$ cat config.mk
export PLATFORM = sky130hd
export DESIGN_NAME = mci_block_controller
export DESIGN_NICKNAME = d
export VERILOG_FILES = /design/src/rtl/mci_block_controller.sv
export SDC_FILE = /design/constraint.sdc
export NUM_CORES = 1
export LEC_CHECK = 0
export ABC_AREA = 0
export CAP_MARGIN = 20
export CORE_MARGIN = 2
export CORE_UTILIZATION = 56
export CTS_BUF_LIST = sky130_fd_sc_hd__clkbuf_4 sky130_fd_sc_hd__clkbuf_8 sky130_fd_sc_hd__clkbuf_16
export DETAILED_ROUTE_END_ITERATION = 7
export HOLD_SLACK_MARGIN = 0.12
export PLACE_DENSITY = 0.83
export RECOVER_POWER = 100
export SYNTH_ARGS = -nofsm -noshare
export SYNTH_HDL_FRONTEND = slang
export SYNTH_SLANG_ARGS = --single-unit
$ cat constraint.sdc
create_clock -name clk -period 43.5 [get_ports clk]
set_clock_uncertainty 0.1 [all_clocks]
set_input_delay 10.875 -clock clk [delete_from_list [all_inputs] [get_ports clk]]
set_output_delay 10.875 -clock clk [all_outputs]
set_load 0.02 [all_outputs]
$ cat src/rtl/mci_block_controller.sv
// mci_block_controller
//   Responder end of the memory-controller interface. Takes one block request
//   from a cache, moves it over a narrow word-wide backing-memory bus one beat
//   at a time (req/ack handshake), reassembles read blocks and answers with a
//   one-cycle ready pulse.
//
//   Optional feature macro: MCI_CTRL_STATS_EN
//     When defined, the rd_count/wr_count ports and their counters are present.
//
// Ports
//   clk        in   1                  clock
//   rst        in   1                  asynchronous reset, active-high
//   mem_req    in   ADDR+DATA+2        packed request {addr, data, rw, valid}
//   mem_res    out  DATA+1             packed response {ready, data}
//   bus_req    out  1                  beat request to backing memory
//   bus_we     out  1                  1 = write beat, 0 = read beat
//   bus_addr   out  ADDR_LENGTH        byte address of the current beat
//   bus_wdata  out  BUS_WIDTH          write beat data
//   bus_rdata  in   BUS_WIDTH          read beat data, valid with bus_ack
//   rd_count   out  32                 completed block reads  (stats build)
//   wr_count   out  32                 completed block writes (stats build)
//   bus_ack    in   1                  beat complete pulse
module mci_block_controller #(
    parameter int MCI_DATA_LENGTH = 128,
    parameter int ADDR_LENGTH     = 32,
    parameter int BUS_WIDTH       = 32
) (
    input  logic                                   clk,
    input  logic                                   rst,
    input  logic [ADDR_LENGTH+MCI_DATA_LENGTH+1:0] mem_req,
    output logic [MCI_DATA_LENGTH:0]               mem_res,
    output logic                                   bus_req,
    output logic                                   bus_we,
    output logic [ADDR_LENGTH-1:0]                 bus_addr,
    output logic [BUS_WIDTH-1:0]                   bus_wdata,
    input  logic [BUS_WIDTH-1:0]                   bus_rdata,
`ifdef MCI_CTRL_STATS_EN
    output logic [31:0]                            rd_count,
    output logic [31:0]                            wr_count,
`endif
    input  logic                                   bus_ack
);

    localparam int BEATS = MCI_DATA_LENGTH / BUS_WIDTH;
    localparam int IDX_W = (BEATS > 1) ? $clog2(BEATS) : 1;

    localparam logic [IDX_W-1:0]       LAST_IDX    = IDX_W'(BEATS - 1);
    localparam logic [ADDR_LENGTH-1:0] BEAT_STRIDE = ADDR_LENGTH'(BUS_WIDTH / 8);
    // Clears the byte-within-block offset to form the block base address.
    localparam logic [ADDR_LENGTH-1:0] BLOCK_MASK  = ~ADDR_LENGTH'((MCI_DATA_LENGTH / 8) - 1);

    localparam logic [1:0] IDLE = 2'd0;
    localparam logic [1:0] BEAT = 2'd1;
    localparam logic [1:0] RESP = 2'd2;

    logic [ADDR_LENGTH-1:0]     req_addr;
    logic [MCI_DATA_LENGTH-1:0] req_data;
    logic                       req_rw;
    logic                       req_valid;
    logic [ADDR_LENGTH-1:0]     req_base;

    logic [1:0]                 state;
    logic [IDX_W-1:0]           beat_idx;
    logic [IDX_W-1:0]           next_idx;
    logic                       last_beat;
    logic [MCI_DATA_LENGTH-1:0] wblk;
    logic [MCI_DATA_LENGTH-1:0] rbuf;
    logic [MCI_DATA_LENGTH-1:0] rd_assembled;
    logic                       res_ready;
    logic [MCI_DATA_LENGTH-1:0] res_data;

    assign {req_addr, req_data, req_rw, req_valid} = mem_req;
    assign req_base  = req_addr & BLOCK_MASK;
    assign mem_res   = {res_ready, res_data};
    assign next_idx  = beat_idx + 1'b1;
    assign last_beat = (beat_idx == LAST_IDX);

    // Read buffer with the word arriving this cycle merged in, so the final
    // beat can be forwarded straight into the response register.
    always_comb begin
        rd_assembled = rbuf;
        rd_assembled[beat_idx*BUS_WIDTH +: BUS_WIDTH] = bus_rdata;
    end

    always_ff @(posedge clk or posedge rst) begin
        if (rst) begin
            state     <= IDLE;
            beat_idx  <= '0;
            wblk      <= '0;
            rbuf      <= '0;
            res_ready <= 1'b0;
            res_data  <= '0;
            bus_req   <= 1'b0;
            bus_we    <= 1'b0;
            bus_addr  <= '0;
            bus_wdata <= '0;
        end else begin
            res_ready <= 1'b0;
            case (state)
                IDLE, RESP: begin
                    // RESP accepts a new request too, giving back-to-back
                    // transfers with no idle cycle in between.
                    if (req_valid) begin
                        state     <= BEAT;
                        beat_idx  <= '0;
                        wblk      <= req_data;
                        bus_req   <= 1'b1;
                        bus_we    <= req_rw;
                        bus_addr  <= req_base;
                        bus_wdata <= req_data[BUS_WIDTH-1:0];
                    end else begin
                        state <= IDLE;
                    end
                end
                BEAT: begin
                    if (bus_ack) begin
                        if (!bus_we) begin
                            rbuf <= rd_assembled;
                        end
                        if (last_beat) begin
                            state     <= RESP;
                            bus_req   <= 1'b0;
                            res_ready <= 1'b1;
                            if (!bus_we) begin
                                res_data <= rd_assembled;
                            end
                        end else begin
                            beat_idx  <= next_idx;
                            bus_addr  <= bus_addr + BEAT_STRIDE;
                            bus_wdata <= wblk[next_idx*BUS_WIDTH +: BUS_WIDTH];
                        end
                    end
                end
                default: state <= IDLE;
            endcase
        end
    end

`ifdef MCI_CTRL_STATS_EN
    // Counts land on the same edge that raises ready, so they are current
    // during the response cycle.
    always_ff @(posedge clk or posedge rst) begin
        if (rst) begin
            rd_count <= '0;
            wr_count <= '0;
        end else if (state == BEAT && bus_ack && last_beat) begin
            if (bus_we) begin
                wr_count <= wr_count + 32'd1;
            end else begin
                rd_count <= rd_count + 32'd1;
            end
        end
    end
`endif

endmodule

Word-level counts from Yosys, hierarchy flattened --
Cells that the tools add are included.
Operators by class: add/subtract/negate cells 3, eq/ne operators 7, shift operators 3, mux-type cells 24, bitwise gates (word level) 1, reduce and logical (&&, ||, !) cells 9
Operators by type and width (number):
- two-way mux 32 bit | 6
- bitwise mux 128 bit | 1
- case mux 32 bit (2 select lines) | 2
- variable shift 32 x 34 -> 128 bit (first input constant) | 1
- variable part select 128 x 8 -> 32 bit | 1
- variable part select 32 x 34 -> 128 bit | 1
- negation 7 -> 34 bit | 1
- adder 32 x 3 -> 32 bit (second input constant) | 1
- AND reduction 4 bit | 3
- two-way mux 2 bit | 5
- != test 2 bit (second input constant) | 4
- case mux 2 bit (2 select lines) | 2
- two-way mux 1 bit | 7
- equality test 2 bit (second input constant) | 2
- AND reduction 2 bit | 2
- AND reduction 3 bit | 1
- adder 2 x 1 -> 2 bit (second input constant) | 1
- equality test 2 x 1 -> 1 bit (second input constant) | 1
- zero test 2 bit | 1
- case mux 1 bit (2 select lines) | 1
- nonzero test 2 bit | 1
- OR reduction 2 bit | 1
- inverter 1 bit | 1
Storage, ports and cells: flip-flop bits (word level) 455, input port bits 197, output and inout port bits 195, logic and storage cells 57

Longest topological paths before layout --
Gate-level depths: netlist of the first run.
word-level depth 5, gate-level depth with buffers 10, gate-level depth less buffers 7

Worst setup path after synthesis of the first run --
Ideal clock, no wire load.
kind input-to-reg, from in mem_req[0], to reg bus_addr[2], setup time 0.085 ns, data arrival time 12.106 ns, required time 43.315 ns, slack 31.209 ns, stages 7, buffers on the path 3, path through nor2b_1 > buf_6 > nor2_2 > clkbuf_1 > buf_1 > nand2_1 > o21ai_0
Between the ends: longest elaborated chain between the ends 2
Ends and longest elaborated chain:
- start, declared | RTL line 30 | input logic [ADDR_LENGTH+MCI_DATA_LENGTH+1:0] mem_req,
- != test 2 bit (no line)
- AND reduction 4 bit (no line)
- end signal, assigned | RTL line 109 | bus_addr <= req_base;
- end signal, assigned | RTL line 129 | bus_addr <= bus_addr + BEAT_STRIDE;
- end, declared | RTL line 34 | output logic [ADDR_LENGTH-1:0] bus_addr,
Every way passes these cells. A chain may end at the register's enable or synchronous reset.

==> summary.json, run 1 <==
{
  "sta": {
    "number_of_pins_with_negative_max_slew_slack_in_the_final_report": 1060,
    "finalCriticalPeriod_ns": 24.56,
    "grt_setup_unrepaired": "no",
    "hold_violations": 0,
    "max-slew-margin-rel": -5.87,
    "finalCritPeriodShare": 0.565,
    "setup_viol": 0,
    "final.setup.tns_ns": 0,
    "measured_slew_at_the_worst_slew_check_pin_ns": 10.30,
    "max_clock_freq_mhz": 40.7
  },
  "floorplanning": {
    "io_pins": 392,
    "chipHeight_microns": 192,
    "placeableCoreArea_sq_mm": 0.0353,
    "floorplan.die_area_sq_mm": 0.0370,
    "floorplan.initialDensity": 0.563,
    "die_w_microns": 192,
    "floorplan.rows": 69
  },
  "worst_setup_path": {
    "reg2reg_setup_slack_ns": 32.85,
    "timing.rr.start": "state[0]",
    "cp_max_fo": 165,
    "r2r-end": "res_data[19]",
    "timing.critical_path.cells": "dlygate4sd3_1, clkinvlp_2, clkbuf_1, clkbuf_1, clkbuf_1",
    "critical-path-slowest-cell": "sky130_fd_sc_hd__clkbuf_1",
    "worst_path_largest_cell_delay_ns": 6.09,
    "r2r.worst_path.cells": 7,
    "worst_ep_arrival_time_ns": 24.20,
    "critical_path.most_common_cell": "sky130_fd_sc_hd__clkbuf_1",
    "critical_path.endpoint_type": "async pin",
    "cp_data_required_time_ns": 43.15,
    "start_kind": "input pin",
    "setup.worst_path.start": "rst",
    "worst-setup-path-type": "in2async"
  },
  "detailed_routing": {
    "routedWlPerCell_microns": 20.6,
    "routed_via_count": 16917,
    "detail_route.vias_per_cell": 6.03,
    "drt_first_iter_violations": 1514,
    "routed_wl_mm": 57.8,
    "drt_first_pass_iters": 5,
    "ant_nets": 0,
    "drc": 0
  },
  "cells_and_area": {
    "area.sequential_sq_mm": 0.0113,
    "layout_common_cells": "sky130_fd_sc_hd__nand2_1 (451), sky130_fd_sc_hd__dfrtp_1 (451), sky130_fd_sc_hd__a21oi_1 (288)",
    "finalNetCount": 2498,
    "syn2layout_area_growth_pct": 27.6,
    "multi_input_gate_area_sq_mm": 0.00774,
    "fillers": 2500,
    "layout_cells_sized_above_1": 0.0648
  },
  "clock_network": {
    "ctsHtreeMaxLevel": 2,
    "cts_setup_buffers": 0,
    "numClockSinks": 453,
    "cts-root-buf": "sky130_fd_sc_hd__clkbuf_16",
    "post_cts_resized": 0,
    "tritoncts": "yes",
    "worst_setup_hold_path_clk_slew_ns": 0.06,
    "cts.hold.buffers_added": 0,
    "clockBufferDepth": 3,
    "clkLatencyLatePin_ns": 0.56,
    "tritoncts.num_buffers": 46
  },
  "run": {
    "max_capacitance_violation_count": 11
  },
  "yosys": {
    "async_flop_share": 1.00,
    "synth_largest_area_cell": "sky130_fd_sc_hd__dfrtp_1",
    "synthesis.area_sq_mm": 0.0199,
    "yosysSeqAreaShare": 0.570,
    "syn_area_per_cell_sq_um": 9.88,
    "yosysWarnings": 0,
    "synth_top_cell_area_share": 0.570,
    "netlist-cell-type-count": 57,
    "synth.area.top_cells": "sky130_fd_sc_hd__dfrtp_1 (57%), sky130_fd_sc_hd__nand2_1 (8.5%), sky130_fd_sc_hd__a21oi_1 (7.2%)",
    "syn-instance-count": 2012,
    "ys_seq_elements": 453,
    "synth_edf_count": 0,
    "synth_top_flop_cell": "sky130_fd_sc_hd__dfrtp_1"
  },
  "pwr": {
    "power_mw": 1.95,
    "maximum_vdd_drop_uv": 54.3,
    "power_leakage_nw": 11.7,
    "power.density_mw_per_mm2": 76.8
  },
  "status": {
    "violations": "max-capacitance violations, max-slew violations",
    "run_status": "complete, but fails checks"
  },
  "min_path": {
    "capture_endpoint_of_the_worst_hold_path": "bus_req",
    "hold_path_stages": 2,
    "hold_class": "reg2reg",
    "hold_path_startpoint": "bus_req"
  },
  "grt": {
    "grt_usage": 0.313,
    "grt-busiest-layer": "met2",
    "met2_usage": 0.492,
    "groute.layer.met3.usage": 0.0600,
    "wire_length_of_the_first_global_routing_pass_mm": 90.5,
    "grt.overflow.total": 0,
    "grt_pass1_vias": 16575,
    "globalRouteMet1Util": 0.419,
    "number_of_antenna_violations_at_the_first_check_in_global_routing": 14,
    "largest_net_degree_at_the_start_of_global_routing": 257
  },
  "placed_design": {
    "numPortBuffers": 385,
    "post-dp-hpwl_mm": 36.2,
    "finalWeightedCongestion": 0.880
  }
}
-- cells by family after synthesis --
group / synth area share
flip-flops: 0.570
buffers and inverters: 0.0425
multiplexers: 0.0368
adder cells (fa/ha/maj): 0.00440
AND/OR/NAND/NOR: 0.180
other: 0.000189
AO/OA/AOI/OAI: 0.166
-- sequential cells by signal (all words and copies together) (netlist names) --
name       count
beat_idx       2
bus_addr      30
bus_req        1
bus_wdata     32
bus_we         1
rbuf         128
res_data     128
res_ready      1
state          2
wblk         128
-- where the power goes --
group	switching (mW)	internal, mW	leakage (nW)
Combinational	0.450	0.351	5.08
Clock	0.169	0.252	0.815
Sequential	0.119	0.607	5.76
Total	0.738	1.21	11.7
-- stage by stage --
| step | hold slack [ns] | area, sq um | instances | setup slack [ns] | utilization |
|---|---|---|---|---|---|
| after global routing | 0.391 | 25400 | 2805 | 15.92 | 0.719 |
| final | 0.372 | 25400 | 2805 | 18.94 | 0.719 |
| after floorplan | 0.340 | 19900 | 2013 | 19.90 | - |
| after CTS | 0.373 | 25500 | 2791 | 29.99 | 0.722 |
| after detailed placement | 0.358 | 23900 | 2706 | 29.41 | 0.676 |
| after global placement | 0.353 | 23800 | 2701 | 29.47 | 0.673 |
-- critical path: cells and delay by family --
family | cells | cell delay, ns
buf+inv | 5 | 13.12
-- area by class of cell --
type / instances / share of cell area
Timing Repair Buffer: 415 / 0.159
Inverter: 5 / 0.000789
Multi-Input combinational cell: 1373 / 0.305
Antenna cell: 13 / 0.00128
Clock inverter: 19 / 0.00962
Sequential cell: 453 / 0.447
Tap cell: 461 / 0.0227
Clock buffer: 66 / 0.0545
-- worst max-delay path by stage --
| stage | slack, ns | cells after the start | end |
|---|---|---|---|
| floorplan | 19.90 | 1 | beat_idx[0] |
| global placement | 29.47 | 4 | res_data[85] |
| detailed placement | 29.41 | 4 | res_data[116] |
| CTS | 29.99 | 4 | rbuf[84] |
| global route | 15.92 | 5 | rbuf[84] |
| finish | 18.94 | 5 | rbuf[84] |
-- layer usage --
layer	routed length, microns	part of all wire	up-vias
met4	2990	0.052	2
li1	-	-	7481
met2	27200	0.47	892
met3	4740	0.082	186
met5	13	0.00023	-
met1	22900	0.40	8356
-- cell usage after synthesis, types with 6 or more instances --
master	count
sky130_fd_sc_hd__dfrtp_1	453
sky130_fd_sc_hd__nor2b_1	133
sky130_fd_sc_hd__buf_4	10
sky130_fd_sc_hd__nor2_1	148
sky130_fd_sc_hd__nor3_1	10
sky130_fd_sc_hd__mux4_2	32
sky130_fd_sc_hd__o22ai_1	41
sky130_fd_sc_hd__buf_1	10
sky130_fd_sc_hd__nand3_1	10
sky130_fd_sc_hd__a21oi_1	288
sky130_fd_sc_hd__a22o_1	128
sky130_fd_sc_hd__ha_1	7
sky130_fd_sc_hd__nand4_1	6
sky130_fd_sc_hd__o21ai_0	47
sky130_fd_sc_hd__nand2_1	451
sky130_fd_sc_hd__buf_2	61
sky130_fd_sc_hd__clkbuf_1	97
No activity file was read; power rests on OpenSTA's default activity.
==> inputs of run 2 (changes only) <==
CORE_UTILIZATION = 47   (was 56)
PLACE_DENSITY = 0.74   (was 0.83)
clock period = 19.85 ns   (was 43.5 ns; I/O delays follow)
==> summary.json, run 2 (synthesis gave the netlist of run 1 again) <==
{
  "status": {
    "run_status": {"value": "complete, but fails checks", "change": "unchanged"},
    "violations": {"value": "max-capacitance violations, max-slew violations", "change": "unchanged"}
  },
  "worst_setup_path": {
    "worst_path_largest_cell_delay": {"value": 4.46, "unit": "ns", "change": "was 6.09 ns"},
    "critical_path.endpoint_type": {"value": "async pin", "change": "unchanged"},
    "r2r.worst_path.cells": {"value": 5, "change": "was 7"},
    "critical-path-slowest-cell": {"value": "sky130_fd_sc_hd__clkbuf_1", "change": "unchanged"},
    "reg2reg_setup_slack": {"value": 13.34, "unit": "ns", "change": "was 32.85 ns"},
    "start_kind": {"value": "input pin", "change": "unchanged"},
    "timing.critical_path.cells": {"value": "dlygate4sd3_1, clkinvlp_2, clkbuf_1", "change": "was dlygate4sd3_1, clkinvlp_2, clkbuf_1, clkbuf_1, clkbuf_1"},
    "worst_ep_arrival_time": {"value": 10.80, "unit": "ns", "change": "was 24.20 ns"},
    "worst-setup-path-type": {"value": "in2async", "change": "unchanged"},
    "cp_data_required_time": {"value": 18.87, "unit": "ns", "change": "was 43.15 ns"},
    "cp_max_fo": {"value": 117, "change": "was 165"},
    "timing.rr.start": {"value": "state[0]", "change": "unchanged"},
    "r2r-end": {"value": "bus_addr[19]", "change": "was res_data[19]"}
  },
  "clock_network": {
    "cts.hold.buffers_added": {"value": 0, "change": "unchanged"},
    "cts_setup_buffers": {"value": 0, "change": "unchanged"},
    "numClockSinks": {"value": 453, "change": "unchanged"},
    "worst_setup_hold_path_clk_slew": {"value": 0.06, "unit": "ns", "change": "about the same"},
    "ctsHtreeMaxLevel": {"value": 2, "change": "unchanged"},
    "tritoncts": {"value": "yes", "change": "unchanged"},
    "tritoncts.num_buffers": {"value": 49, "change": "was 46"},
    "post_cts_resized": {"value": 0, "change": "unchanged"},
    "cts-root-buf": {"value": "sky130_fd_sc_hd__clkbuf_16", "change": "unchanged"},
    "clkLatencyLatePin": {"value": 0.59, "unit": "ns", "change": "was 0.56 ns"},
    "clockBufferDepth": {"value": 3, "change": "unchanged"}
  },
  "cells_and_area": {
    "finalCoreUtilization": {"value": 0.610, "change": "was 0.719"},
    "syn2layout_area_growth": {"value": 28.4, "unit": "%", "change": "was 27.6%"},
    "biggest_registers_after_layout": {"value": "rbuf (128), res_data (128), wblk (128)", "change": "unchanged"},
    "layout_common_cells": {"value": "sky130_fd_sc_hd__nand2_1 (451), sky130_fd_sc_hd__dfrtp_1 (451), sky130_fd_sc_hd__a21oi_1 (288)", "change": "unchanged"},
    "layout_cells_sized_above_1": {"value": 0.0661, "change": "was 0.0648"},
    "finalNetCount": {"value": 2495, "change": "was 2498"},
    "non_filler_instance_count_after_layout": {"value": 2877, "change": "was 2805"},
    "area_of_all_placed_cells_without_fillers": {"value": 0.0255, "unit": "sq mm", "change": "was 0.0254 sq mm"}
  },
  "placed_design": {
    "post-dp-hpwl": {"value": 36.2, "unit": "mm", "change": "about the same"},
    "placedCellCount": {"value": 2778, "change": "was 2706"},
    "dp_worst_setup_slack": {"value": 12.33, "unit": "ns", "change": "was 29.41 ns"},
    "numPortBuffers": {"value": 385, "change": "unchanged"},
    "place_area": {"value": 0.0239, "unit": "sq mm", "change": "about the same"},
    "finalWeightedCongestion": {"value": 0.888, "change": "was 0.880"}
  },
  "pwr": {
    "power_leakage": {"value": 11.7, "unit": "nW", "change": "about the same"},
    "power": {"value": 4.28, "unit": "mW", "change": "was 1.95 mW"},
    "power.density": {"value": 168, "unit": "mW/mm^2", "change": "was 76.8 mW/mm^2"},
    "maximum_vdd_drop": {"value": 79.0, "unit": "uV", "change": "was 54.3 uV"}
  },
  "sta": {
    "hold_violations": {"value": 0, "change": "unchanged"},
    "finalCriticalPeriod_ns": 11.78,
    "setup_viol": {"value": 0, "change": "unchanged"},
    "postLayoutSetupSlackWorst": {"value": 8.07, "unit": "ns", "change": "was 18.94 ns"},
    "holdWs": {"value": 0.370, "unit": "ns", "change": "was 0.372 ns"},
    "final.setup.tns": {"value": 0, "unit": "ns", "change": "unchanged"},
    "finalCritPeriodShare": 0.593,
    "grt_setup_unrepaired": {"value": "no", "change": "unchanged"},
    "max_clock_freq_mhz": 84.9,
    "measured_slew_at_the_worst_slew_check_pin": {"value": 6.36, "unit": "ns", "change": "was 10.30 ns"},
    "number_of_pins_with_negative_max_slew_slack_in_the_final_report": {"value": 553, "change": "was 1060"},
    "max-slew-margin-rel": {"value": -3.24, "change": "was -5.87"}
  },
  "floorplanning": {
    "floorplan.die_area": {"value": 0.0440, "unit": "sq mm", "change": "was 0.0370 sq mm"},
    "chipHeight": {"value": 210, "unit": "microns", "change": "was 192 microns"},
    "io_pins": {"value": 392, "change": "unchanged"},
    "placeableCoreArea": {"value": 0.0419, "unit": "sq mm", "change": "was 0.0353 sq mm"},
    "die_w": {"value": 210, "unit": "microns", "change": "was 192 microns"},
    "floorplan.initialDensity": {"value": 0.475, "change": "was 0.563"},
    "floorplan.rows": {"value": 75, "change": "was 69"}
  },
  "grt": {
    "grt.overflow.total": {"value": 0, "change": "unchanged"},
    "number_of_antenna_violations_at_the_first_check_in_global_routing": {"value": 8, "change": "was 14"},
    "grt_usage": {"value": 0.268, "change": "was 0.313"},
    "wire_length_of_the_first_global_routing_pass": {"value": 92.6, "unit": "mm", "change": "was 90.5 mm"},
    "grt_pass1_vias": {"value": 16651, "change": "was 16575"},
    "largest_net_degree_at_the_start_of_global_routing": {"value": 257, "change": "unchanged"}
  },
  "detailed_routing": {
    "ant_nets": {"value": 0, "change": "unchanged"},
    "drt_first_pass_iters": {"value": 5, "change": "unchanged"},
    "drc": {"value": 0, "change": "unchanged"},
    "routed_via_count": {"value": 16389, "change": "was 16917"},
    "routed_wl": {"value": 58.7, "unit": "mm", "change": "was 57.8 mm"},
    "detail_route.vias_per_cell": {"value": 5.70, "change": "was 6.03"},
    "drt_first_iter_violations": {"value": 1489, "change": "was 1514"},
    "routedWlPerCell": {"value": 20.4, "unit": "microns", "change": "was 20.6 microns"}
  },
  "min_path": {
    "hold_path_startpoint": {"value": "wblk[8]", "change": "was bus_req"},
    "hold_class": {"value": "reg2reg", "change": "unchanged"},
    "hold_path_stages": {"value": 2, "change": "unchanged"},
    "capture_endpoint_of_the_worst_hold_path": {"value": "wblk[8]", "change": "was bus_req"}
  },
  "run": {
    "max_capacitance_violation_count": {"value": 9, "change": "was 11"}
  }
}
-- run 2: final cells by class --
cell class / count / area [sq um]
fill: 3437 / 16300
sequential: 453 / 11300
multi-input combinational: 1373 / 7740
timing repair buffer: 409 / 4010
clock buffer: 70 / 1460
tap: 539 / 674
clock inverter: 19 / 268
antenna: 9 / 22.5
inverter: 5 / 20.0
-- run 2: critical path, delay by kind of cell --
| family | cells | cell delay, ns |
|---|---|---|
| buffers and inverters | 3 | 5.69 |
-- run 2: where the power goes --
group | total, mW | leakage [nW] | internal [mW] | switching (mW)
clock network | 0.971 | 0.862 | 0.592 | 0.379
registers | 1.58 | 5.76 | 1.32 | 0.257
logic | 1.73 | 5.05 | 0.753 | 0.976
-- run 2: worst max-delay path by stage --
stage / slack, ns / cells after the start / endpoint / startpoint
final: 8.07 / 3 / rbuf[54] / rst
after global routing: 6.61 / 3 / rbuf[54] / rst
after CTS: 12.93 / 6 / rbuf[94] / bus_ack
after detailed placement: 12.33 / 6 / rbuf[86] / bus_ack
after global placement: 12.34 / 6 / rbuf[89] / bus_ack
after floorplan: 2.16 / 1 / beat_idx[0] / rst
-- run 2: routing by layer --
metal | vias up | wire (microns) | share of wire | global-route usage
li1 | 7464 | - | - | -
met1 | 8146 | 24500 | 0.42 | 0.357
met2 | 642 | 27800 | 0.47 | 0.424
met3 | 137 | 3980 | 0.068 | 0.0500
met4 | 0 | 2420 | 0.041 | 0.132
met5 | - | 0 | 0 | 0
==> inputs of run 3 (changes only) <==
CORE_UTILIZATION = 52   (was 47)
PLACE_DENSITY = 0.77   (was 0.74)
clock period = 12.2 ns   (was 19.85 ns; I/O delays follow)
==> summary.json, run 3 (synthesis gave the netlist of run 1 again) <==
{
  "detailed_routing": {
    "routed_via_count": {"value": 16360, "change": "was 16389"},
    "ant_nets": {"value": 0, "change": "unchanged"},
    "routed_wl": {"value": 57.5, "unit": "mm", "change": "was 58.7 mm"},
    "drt_first_iter_violations": {"value": 1199, "change": "was 1489"},
    "detail_route.vias_per_cell": {"value": 5.73, "change": "was 5.70"},
    "routedWlPerCell": {"value": 20.1, "unit": "microns", "change": "was 20.4 microns"},
    "drc": {"value": 0, "change": "unchanged"},
    "drt_first_pass_iters": {"value": 5, "change": "unchanged"}
  },
  "pwr": {
    "power.density": {"value": 268, "unit": "mW/mm^2", "change": "was 168 mW/mm^2"},
    "maximum_vdd_drop": {"value": 162, "unit": "uV", "change": "was 79.0 uV"},
    "power": {"value": 6.82, "unit": "mW", "change": "was 4.28 mW"},
    "power_leakage": {"value": 11.7, "unit": "nW", "change": "about the same"}
  },
  "grt": {
    "number_of_antenna_violations_at_the_first_check_in_global_routing": {"value": 12, "change": "was 8"},
    "grt_pass1_vias": {"value": 16316, "change": "was 16651"},
    "largest_net_degree_at_the_start_of_global_routing": {"value": 257, "change": "unchanged"},
    "grt_usage": {"value": 0.292, "change": "was 0.268"},
    "grt.overflow.total": {"value": 0, "change": "unchanged"},
    "wire_length_of_the_first_global_routing_pass": {"value": 90.4, "unit": "mm", "change": "was 92.6 mm"}
  },
  "sta": {
    "hold_violations": {"value": 0, "change": "unchanged"},
    "max-slew-margin-rel": {"value": -2.12, "change": "was -3.24"},
    "number_of_pins_with_negative_max_slew_slack_in_the_final_report": {"value": 743, "change": "was 553"},
    "finalCritPeriodShare": 0.673,
    "holdWs": {"value": 0.368, "unit": "ns", "change": "was 0.370 ns"},
    "finalCriticalPeriod_ns": 8.21,
    "max_clock_freq_mhz": 122,
    "measured_slew_at_the_worst_slew_check_pin": {"value": 4.69, "unit": "ns", "change": "was 6.36 ns"},
    "final.setup.tns": {"value": 0, "unit": "ns", "change": "unchanged"},
    "setup_viol": {"value": 0, "change": "unchanged"},
    "grt_setup_unrepaired": {"value": "no", "change": "unchanged"}
  },
  "worst_setup_path": {
    "cp_data_required_time": {"value": 12.61, "unit": "ns", "change": "was 18.87 ns"},
    "cp_max_fo": {"value": 70, "change": "was 117"},
    "worst-setup-path-type": {"value": "in2reg", "change": "was in2async"},
    "critical_path.endpoint_type": {"value": "register", "change": "was async pin"},
    "reg2reg_setup_slack": {"value": 6.00, "unit": "ns", "change": "was 13.34 ns"},
    "worst_ep_arrival_time": {"value": 8.61, "unit": "ns", "change": "was 10.80 ns"},
    "start_kind": {"value": "input pin", "change": "unchanged"}
  },
  "clock_network": {
    "cts.hold.buffers_added": {"value": 0, "change": "unchanged"},
    "clockBufferDepth": {"value": 3, "change": "unchanged"},
    "worst_setup_hold_path_clk_slew": {"value": 0.06, "unit": "ns", "change": "about the same"},
    "tritoncts": {"value": "yes", "change": "unchanged"},
    "tritoncts.num_buffers": {"value": 47, "change": "was 49"},
    "cts-root-buf": {"value": "sky130_fd_sc_hd__clkbuf_16", "change": "unchanged"},
    "clkLatencyLatePin": {"value": 0.58, "unit": "ns", "change": "was 0.59 ns"},
    "numClockSinks": {"value": 453, "change": "unchanged"},
    "post_cts_resized": {"value": 0, "change": "unchanged"},
    "ctsHtreeMaxLevel": {"value": 2, "change": "unchanged"},
    "cts_setup_buffers": {"value": 0, "change": "unchanged"}
  },
  "placed_design": {
    "finalWeightedCongestion": {"value": 0.879, "change": "was 0.888"},
    "post-dp-hpwl": {"value": 35.8, "unit": "mm", "change": "was 36.2 mm"},
    "numPortBuffers": {"value": 385, "change": "unchanged"},
    "place_area": {"value": 0.0239, "unit": "sq mm", "change": "about the same"}
  },
  "floorplanning": {
    "placeableCoreArea": {"value": 0.0377, "unit": "sq mm", "change": "was 0.0419 sq mm"},
    "floorplan.rows": {"value": 71, "change": "was 75"},
    "floorplan.die_area": {"value": 0.0398, "unit": "sq mm", "change": "was 0.0440 sq mm"},
    "io_pins": {"value": 392, "change": "unchanged"},
    "die_w": {"value": 200, "unit": "microns", "change": "was 210 microns"},
    "chipHeight": {"value": 200, "unit": "microns", "change": "was 210 microns"},
    "floorplan.initialDensity": {"value": 0.528, "change": "was 0.475"}
  },
  "cells_and_area": {
    "biggest_registers_after_layout": {"value": "rbuf (128), res_data (128), wblk (128)", "change": "unchanged"},
    "layout_cells_sized_above_1": {"value": 0.0690, "change": "was 0.0661"},
    "area.sequential": {"value": 0.0113, "unit": "sq mm", "change": "unchanged"},
    "layout_common_cells": {"value": "sky130_fd_sc_hd__nand2_1 (451), sky130_fd_sc_hd__dfrtp_1 (451), sky130_fd_sc_hd__a21oi_1 (288)", "change": "unchanged"},
    "finalNetCount": {"value": 2502, "change": "was 2495"},
    "syn2layout_area_growth": {"value": 27.9, "unit": "%", "change": "was 28.4%"},
    "multi_input_gate_area": {"value": 0.00772, "unit": "sq mm", "change": "was 0.00774 sq mm"},
    "fillers": {"value": 2928, "change": "was 3437"},
    "area_of_all_placed_cells_without_fillers": {"value": 0.0254, "unit": "sq mm", "change": "was 0.0255 sq mm"}
  },
  "run": {
    "max_capacitance_violation_count": {"value": 8, "change": "was 9"}
  },
  "status": {
    "violations": {"value": "max-capacitance violations, max-slew violations", "change": "unchanged"},
    "run_status": {"value": "complete, but fails checks", "change": "unchanged"}
  },
  "min_path": {
    "hold_class": {"value": "reg2reg", "change": "unchanged"}
  }
}
[run 3: changes by cell type in the layout (fill, tap and decap cells not counted), sizes merged]
| cell | previous run | this run |
|---|---|---|
| clkinv | 9 | 8 |
| bufinv | 6 | 0 |
| diode | 9 | 10 |
| buf | 11 | 21 |
| clkinvlp | 4 | 1 |
| clkbuf | 83 | 89 |
[run 3: per-layer routing]
metal	global-route usage	vias to the layer above	part of all wire
li1	-	7486	-
met1	0.393	8143	0.42
met2	0.461	610	0.48
met3	0.0604	119	0.068
met4	0.133	2	0.039
met5	0	-	0.00016
[run 3: critical path, cell delays in order]
cell	delay [ns]
sky130_fd_sc_hd__dlygate4sd3_1	0.60
sky130_fd_sc_hd__nor2b_1	0.18
sky130_fd_sc_hd__clkbuf_1	2.08
sky130_fd_sc_hd__clkbuf_1	2.22
sky130_fd_sc_hd__nand2_1	0.24
sky130_fd_sc_hd__nand2_1	0.15
[run 3: path summary, 6_finish.rpt]
path | startpoint | to | cells after the start
max | mem_req[0] | wblk[44] | 6
min | wblk[16] | wblk[16] | 2
min in group asynchronous | rst | bus_addr[8] | 3
max reg2reg | state[0] | res_data[109] | 8
min reg2reg | wblk[16] | wblk[16] | 2
max in group asynchronous | rst | wblk[102] | 6
[run 3: stage by stage]
stage / util / worst slack (ns) / instances
finish: 0.675 / 3.99 / 2856
global route: 0.675 / 3.40 / 2856
CTS: 0.675 / 6.49 / 2841
detailed placement: 0.634 / 5.86 / 2755
global placement: 0.633 / 5.94 / 2754
floorplan: - / 2.92 / 2013
[run 3: area by class of cell]
class / instances / share of cell area
clock inverter: 9 / 0.00251
inverter: 5 / 0.000885
timing repair buffer: 418 / 0.163
tap: 511 / 0.0251
sequential: 453 / 0.446
antenna: 10 / 0.000984
clock buffer: 77 / 0.0582
multi-input combinational: 1373 / 0.304
[run 3: report_power, final]
group	switching (mW)	internal [mW]	total, mW
sequential	0.410	2.16	2.57
clock	0.598	0.832	1.43
combinational	1.59	1.24	2.82
total	2.60	4.23	6.82
